**src/rtl/pifo_deq_ctrl.sv**
```systemverilog
// ============================================================================
// Module   : pifo_deq_ctrl
// Purpose  : Paced PIFO dequeue controller feeding a small output FIFO that
//            drives a valid/ready stream.
// Revision : 1.0 - initial release
// ============================================================================
`default_nettype none

module pifo_deq_ctrl #(
   parameter int RANK_WIDTH   = 8,
   parameter int META_WIDTH   = 8,
   parameter int L2_BUF_DEPTH = 1,
   parameter int CNT_WIDTH    = 32
) (
   input  logic                    clk,
   input  logic                    rst_n,
   input  logic                    deq_en,
   input  logic                    pifo_valid,
   input  logic [RANK_WIDTH-1:0]   pifo_rank,
   input  logic [META_WIDTH-1:0]   pifo_meta,
   output logic                    pifo_remove,
   output logic                    m_valid,
   input  logic                    m_ready,
   output logic [RANK_WIDTH-1:0]   m_rank,
   output logic [META_WIDTH-1:0]   m_meta,
   output logic [L2_BUF_DEPTH:0]   buf_count,
   output logic [CNT_WIDTH-1:0]    deq_count
);

   localparam int                  c_depth_n = 2 ** L2_BUF_DEPTH;
   localparam logic [L2_BUF_DEPTH:0] c_depth = (L2_BUF_DEPTH + 1)'(c_depth_n);

   localparam logic [0:0] c_st_idle = 1'b0;
   localparam logic [0:0] c_st_hold = 1'b1;

   logic [0:0]              r_state;
   logic [0:0]              w_state_nxt;
   logic                    w_remove;
   logic                    w_read;
   logic                    w_full;

   logic [RANK_WIDTH-1:0]   r_rank_mem [c_depth_n];
   logic [META_WIDTH-1:0]   r_meta_mem [c_depth_n];
   logic [L2_BUF_DEPTH-1:0] r_wr_ptr;
   logic [L2_BUF_DEPTH-1:0] r_rd_ptr;
   logic [L2_BUF_DEPTH:0]   r_count;
   logic [CNT_WIDTH-1:0]    r_deq_cnt;

   // Full check deliberately ignores a same-cycle read.
   assign w_full = (r_count == c_depth);
   assign w_read = m_valid & m_ready;

   always_ff @(posedge clk or negedge rst_n) begin
      if (!rst_n) begin
         r_state <= c_st_idle;
      end else begin
         r_state <= w_state_nxt;
      end
   end

   always_comb begin
      w_state_nxt = r_state;
      case (r_state)
         c_st_idle: if (pifo_valid && deq_en && !w_full) w_state_nxt = c_st_hold;
         c_st_hold: w_state_nxt = c_st_idle;
         default:   w_state_nxt = c_st_idle;
      endcase
   end

   always_comb begin
      w_remove = 1'b0;
      if (r_state == c_st_idle && pifo_valid && deq_en && !w_full) begin
         w_remove = 1'b1;
      end
   end

   // Gated with rst_n so the Mealy pulse is silent while reset is held.
   assign pifo_remove = w_remove & rst_n;

   always_ff @(posedge clk or negedge rst_n) begin
      if (!rst_n) begin
         for (int i = 0; i < c_depth_n; i++) begin
            r_rank_mem[i] <= '0;
            r_meta_mem[i] <= '0;
         end
         r_wr_ptr  <= '0;
         r_rd_ptr  <= '0;
         r_count   <= '0;
         r_deq_cnt <= '0;
      end else begin
         if (w_remove) begin
            r_rank_mem[r_wr_ptr] <= pifo_rank;
            r_meta_mem[r_wr_ptr] <= pifo_meta;
            r_wr_ptr             <= r_wr_ptr + L2_BUF_DEPTH'(1);
            r_deq_cnt            <= r_deq_cnt + CNT_WIDTH'(1);
         end
         if (w_read) begin
            r_rd_ptr <= r_rd_ptr + L2_BUF_DEPTH'(1);
         end
         case ({w_remove, w_read})
            2'b10:   r_count <= r_count + (L2_BUF_DEPTH + 1)'(1);
            2'b01:   r_count <= r_count - (L2_BUF_DEPTH + 1)'(1);
            default: r_count <= r_count;
         endcase
      end
   end

   assign m_valid   = (r_count != '0);
   assign m_rank    = r_rank_mem[r_rd_ptr];
   assign m_meta    = r_meta_mem[r_rd_ptr];
   assign buf_count = r_count;
   assign deq_count = r_deq_cnt;

endmodule

`default_nettype wire

```
**config.mk**
```make
export PLATFORM = sky130hd
export DESIGN_NAME = pifo_deq_ctrl
export DESIGN_NICKNAME = d
export VERILOG_FILES = /design/src/rtl/pifo_deq_ctrl.sv
export SDC_FILE = /design/constraint.sdc
export NUM_CORES = 1
export LEC_CHECK = 0
export ABC_AREA = 1
export ABC_CLOCK_PERIOD_IN_PS = 3200
export CAP_MARGIN = 0
export CORE_MARGIN = 2
export CORE_UTILIZATION = 55
export DETAILED_ROUTE_END_ITERATION = 16
export HOLD_SLACK_MARGIN = 0.06
export PLACE_DENSITY = 0.95
export SLEW_MARGIN = 20
export SYNTH_ARGS = -nofsm -noshare
export SYNTH_HDL_FRONTEND = slang
export SYNTH_SLANG_ARGS = --single-unit
```
**constraint.sdc**
```tcl
create_clock -name clk -period 3.2 [get_ports clk]
set_input_delay 0.32 -clock clk [delete_from_list [all_inputs] [get_ports clk]]
set_output_delay 0.32 -clock clk [all_outputs]
set_load 0.005 [all_outputs]
```
After elaboration in Yosys (flattened, before gate mapping)
Index checks and enable logic that the tools add are counted.
{"block": "totals", "in_bits": 21, "out_inout_bits": 52, "regBits": 69}
{"block": "classes", "magnitude_cmp": 3, "n_mux": 14, "add_sub_neg": 5, "reduce_logical": 9, "n_bitwise": 5, "n_eq_ne": 3}
{"operator": "two-way mux 8 bit", "n": 7}
{"operator": "adder 32 x 1 -> 32 bit (second input constant)", "n": 1}
{"operator": "bitwise mux 16 bit", "n": 2}
{"operator": "demux 8 bit (select 1 bit)", "n": 1}
{"operator": "logical AND 1 bit", "n": 6}
{"operator": "equality test 2 bit (second input constant)", "n": 2}
{"operator": "greater-or-equal comparator 2 bit (second input constant)", "n": 2}
{"operator": "inverter 1 -> 2 bit", "n": 2}
{"operator": "one-hot mux 2 bit (2 select lines)", "n": 1}
{"operator": "nonzero test 2 bit", "n": 2}
{"operator": "adder 1 bit (second input constant)", "n": 2}
{"operator": "adder 2 x 1 -> 2 bit (second input constant)", "n": 1}
{"operator": "bitwise AND 1 bit", "n": 2}
{"operator": "equality test 2 x 1 -> 1 bit (second input constant)", "n": 1}
{"operator": "< comparator 2 x 1 -> 1 bit (second input constant)", "n": 1}
{"operator": "two-way mux 1 bit", "n": 2}
{"operator": "one-hot mux 1 bit (2 select lines)", "n": 1}
{"operator": "subtractor 2 x 1 -> 2 bit (second input constant)", "n": 1}
{"operator": "zero test 1 bit", "n": 1}
{"operator": "inverter 1 bit", "n": 1}

Depth between registers and ports, before layout
{"block": "depth", "depth_word": 7, "mapped_depth": 9, "ltp_nobuf": 9}

Least setup slack after synthesis
Ideal clock, no wire load.
{"block": "synth_timing", "path_kind": "register to register", "startpoint": "register r_count[0] (netlist: buf_count[0])", "endpoint": "register r_count[1] (netlist: buf_count[1])", "stages_incl_launch_ff": 9, "arrival_time_ns": 1.396, "required_time_ns": 3.069, "path_buffers": 1, "setup_slack_ns": 1.674, "cell_sequence": "dfrtp_1 inv_2 nand2_2 nand3_2 buf_6 ha_1 a21oi_1 o21ai_0 xor2_1"}
{"block": "synth_between", "elab_chain_cells": 6}
{"element": "start: declaration", "line": "46", "rtl": "logic [L2_BUF_DEPTH:0] r_count;"}
{"element": "start signal: assignment", "line": "101", "rtl": "2'b10: r_count <= r_count + (L2_BUF_DEPTH + 1)'(1);"}
{"element": "start signal: assignment", "line": "102", "rtl": "2'b01: r_count <= r_count - (L2_BUF_DEPTH + 1)'(1);"}
{"element": "start signal: assignment", "line": "103", "rtl": "default: r_count <= r_count;"}
{"element": "equality test 2 bit", "line": "50", "rtl": "assign w_full = (r_count == c_depth);"}
{"element": "zero test 1 bit", "line": "72", "rtl": "if (r_state == c_st_idle && pifo_valid && deq_en && !w_full) begin"}
{"element": "logical AND 1 bit", "line": "72"}
{"element": "two-way mux 1 bit", "line": "72"}
{"element": "equality test 2 x 1 -> 1 bit / equality test 2 bit (equally long branches)", "line": "100", "rtl": "case ({w_remove, w_read})"}
{"element": "one-hot mux 2 bit (2 select lines) / nonzero test 2 bit (equally long branches)"}
Parallel ways exist; a longest one is shown, timed or not.
A chain may end at the register's enable or synchronous reset.

Final worst setup path
{"block": "layout_timing", "startpoint": "register r_rd_ptr", "endpoint": "output m_rank[7]"}
{"block": "layout_between", "elab_chain_cells": 4}
{"element": "start: declaration", "line": "45", "rtl": "logic [L2_BUF_DEPTH-1:0] r_rd_ptr;"}
{"element": "start signal: assignment", "line": "98", "rtl": "r_rd_ptr <= r_rd_ptr + L2_BUF_DEPTH'(1);"}
{"element": "inverter 1 -> 2 bit (implied by the code)", "line": "109", "rtl": "assign m_rank = r_rank_mem[r_rd_ptr];"}
{"element": "two-way mux 8 bit (implied by the code) (3 in a row)", "line": "109"}
{"element": "end: declaration", "line": "24", "rtl": "output logic [RANK_WIDTH-1:0] m_rank,"}
Every way passes these cells. The select of a mux whose other input is x is not followed.

==> out/qor.csv <==
stage,metric,value,unit
setup_path,crit path capture type,primary output,
setup_path,Worst EP required,2.88,ns
cts,Root Buffer,clkbuf_8,
setup_path,crit path DAT,2.16,ns
cts,CTS Buffer Depth,2,
timing,final setup fails,0,
placed_design,PortBufs,72,
cts,CTS Hold Buffers Added,0,
cts,"Clk pin slew, worst setup/hold paths",0.07,ns
detailed_routing,DR iter-0 viols,128,
run,Max Cap Violations,0,
setup_path,worst-path cell chain,buf_4 -> clkinv_1 -> nand2_1 -> nand2_1 -> clkdlybuf4s50_1,
layout,filler cell count,458,
yosys,combinational family with the most area after synthesis,simple AND/OR/NAND/NOR gates,
power,Cell Pwr Density,671,mW/mm2
timing,final hold vios,0,
floorplan,core area,0.00628,mm2
global_route,first-pass GRT wire length,13800,um
yosys,Cells after Synth,432,
cts,Clock Sink Count,69,
layout,Layout Utilization,70.8,%
setup_path,cell at the slowest stage of the critical path,clkinv_1,
global_route,All-Layer GR Usage,24.5,%
floorplan,die width,84.1,um
layout,share of cells above drive strength 1,10.4,%
placed_design,pre-CTS setup slack,1.06,ns
floorplan,Die H,84.1,um
timing,Worst Clk Skew,0.00727,ns
yosys,Synthesized Nets,455,
timing,Hold Slack,0.195,ns
setup_path,CP max stage delay,0.51,ns
floorplan,Initial Util,56.1,%
timing,maximum clock frequency,404,MHz
global_route,initial antenna violation count,0,
yosys,Yosys reg bits,69,
global_route,vias in the first global route,3021,
setup_path,Crit Path Class,reg2out,
cts,CTS tree,built,
placed_design,RePlAce Congestion,0.888,
yosys,Synth top area share,49.0,%
power,LEAKAGE,2.16,nW
floorplan,I/O pin total,73,
outcome,status,"complete, no violations",
detailed_routing,Final ANT Viol Nets,0,
yosys,Synth warnings,0,
timing,Final period util,77.4,%
timing,Setup TNS,0,ns
timing,worst slew pin tran,0.854,ns
yosys,Cell variety after synth,26,
cts,post-CTS setup buffer count,0,
layout,Layout Nets,530,
yosys,mux share of post-synthesis cell area,0,%
yosys,largest cells by area after synthesis,"dfrtp_1 49%, nand2_1 17%, inv_1 5.8%",
floorplan,Placement Rows,29,
setup_path,CP most frequent cell,nand2_1,
power,peak supply drop,469,uV
yosys,Synth Area in XOR/XNOR,5.96,%
timing,Final WS setup,0.725,ns
timing,min cycle time layout,2.48,ns
yosys,top cell type by total area after synthesis,dfrtp_1,
timing,relative slew slack,43.1,%
detailed_routing,Routed WL per cell,13.8,um
layout,area grow syn2layout,26.1,%
yosys,syn_area_per_cell,8.16,um2
floorplan,DIE AREA,0.00706,mm2
yosys,register area share after synthesis,49.0,%
placed_design,DP HPWL,5630,um
yosys,post-synthesis compound-gate area fraction,6.74,%
cts,htree depth,3,
global_route,largest net degree at the start of global routing,70,
setup_path,worst-path fanout max,17,
cts,CTS resizes,0,
cts,later-pin clock latency in the skew report,0.35,ns
detailed_routing,Total Routed Length,8090,um
timing,RSZ-0062 raised after global routing,false,
timing,Final Slew Violations,0,
detailed_routing,Avg Vias per Cell,5.24,
setup_path,crit start category,flop,
yosys,adder-cell share of the synthesized area,0.710,%
layout,# diodes,0,
hold_path,Hold Crit Class,in2async,
cts,Inserted Clock Buffers,9,
detailed_routing,Vias,3079,
detailed_routing,DRC Markers,0,
yosys,simple-gate area share of the yosys netlist,29.1,%
global_route,GR Overflow Total,0,
detailed_routing,Initial DRT Pass Iterations,4,
yosys,"Cell Area, Synth",0.00352,mm2
## area by class of cell
type	instances	area, um2	area share (%)
Tap cell	77	96.3	2.17
Clock inverter	4	25.0	0.563
Clock buffer	11	141	3.18
Timing Repair Buffer	76	746	16.8
Sequential cell	69	1730	38.9
Inverter	56	210	4.73
Multi-Input combinational cell	295	1500	33.7
## power breakdown
group | leakage, nW | switching (mW) | internal [mW]
combinational | 1.20 | 0.514 | 0.575
sequential | 0.884 | 0.157 | 1.12
clock | 0.0812 | 0.320 | 0.295
## per-layer routing
metal / track usage (%) / part of all wire, % / vias to the layer above
li1: - / - / 1483
met1: 33.2 / 44 / 1475
met2: 38.2 / 49 / 107
met3: 4.35 / 5.3 / 14
met4: 12.2 / 2.0 / 0
met5: 0 / 0 / -
## flip-flops by register name, summed over array words and instances (netlist names)
name,cells
buf_count,2
deq_count,32
r_meta_mem,16
r_rank_mem,16
r_rd_ptr,1
r_state,1
r_wr_ptr,1
## cell usage after synthesis
cell type	instances
nand3b_1	2
nand3_1	15
nand4_1	11
nand4_2	1
clkinv_1	1
nand3_2	2
nand2_2	3
dfrtp_1	69
nor3_1	6
nand2_1	155
inv_2	1
nor2_1	27
xor2_1	11
ha_1	2
o21ai_0	17
xnor2_1	13
nand3_4	1
inv_1	54
o21bai_1	1
or2_1	1
o21ai_2	16
nor2_2	7
nor2_4	3
buf_6	6
a21oi_1	1
clkbuf_1	6
## stage by stage
stage / instance area, um2 / power (mW) / instances
floorplan: 3520 / 1.86 / 432
global placement: 4280 / 2.33 / 573
detailed placement: 4280 / 2.39 / 573
CTS: 4440 / 3.01 / 588
global route: 4440 / 3.20 / 588
finish: 4440 / 2.98 / 588
## final timing paths
path | to | cells after the start | from | slack (ns)
hold reg to reg | r_rank_mem[12] | 2 | r_rank_mem[12] | 0.48
min in group clk | r_rank_mem[12] | 2 | r_rank_mem[12] | 0.48
max in group asynchronous | deq_count[17] | 2 | rst_n | 2.46
hold / removal | r_rank_mem[2] | 2 | rst_n | 0.20
setup reg to reg | deq_count[20] | 7 | buf_count[1] | 1.35
setup / recovery | m_rank[7] | 5 | r_rd_ptr | 0.72
## critical path, delay by kind of cell (launching register included)
kind | cells | cell delay, ns
buffers and inverters | 3 | 1.18
DFF | 1 | 0.33
and+or+nand+nor | 2 | 0.29
## kinds of logic after synthesis
logic type | Yosys count
AOI/OAI and AO/OA | 35
xor gates and xnor gates | 24
adders and majority gates | 2
buffers and inverters | 68
DFF | 69
and+or+nand+nor | 234
## cell usage in the layout (no fill, tap or decap), types with 3 or more instances in the layout
cell / netlist / final
nand2_1: 155 / 155
buf_4: 0 / 4
nor2_4: 3 / 3
xnor2_1: 13 / 13
inv_1: 54 / 54
dfrtp_1: 69 / 69
nand2_2: 3 / 3
nand3_1: 15 / 15
nor2_1: 27 / 27
nor2_2: 7 / 7
o21ai_0: 17 / 17
nor3_1: 6 / 6
o21ai_2: 16 / 16
clkbuf_8: 0 / 10
nand4_1: 11 / 11
clkdlybuf4s50_1: 0 / 71
xor2_1: 11 / 11
(Power assumes the default switching activity.)
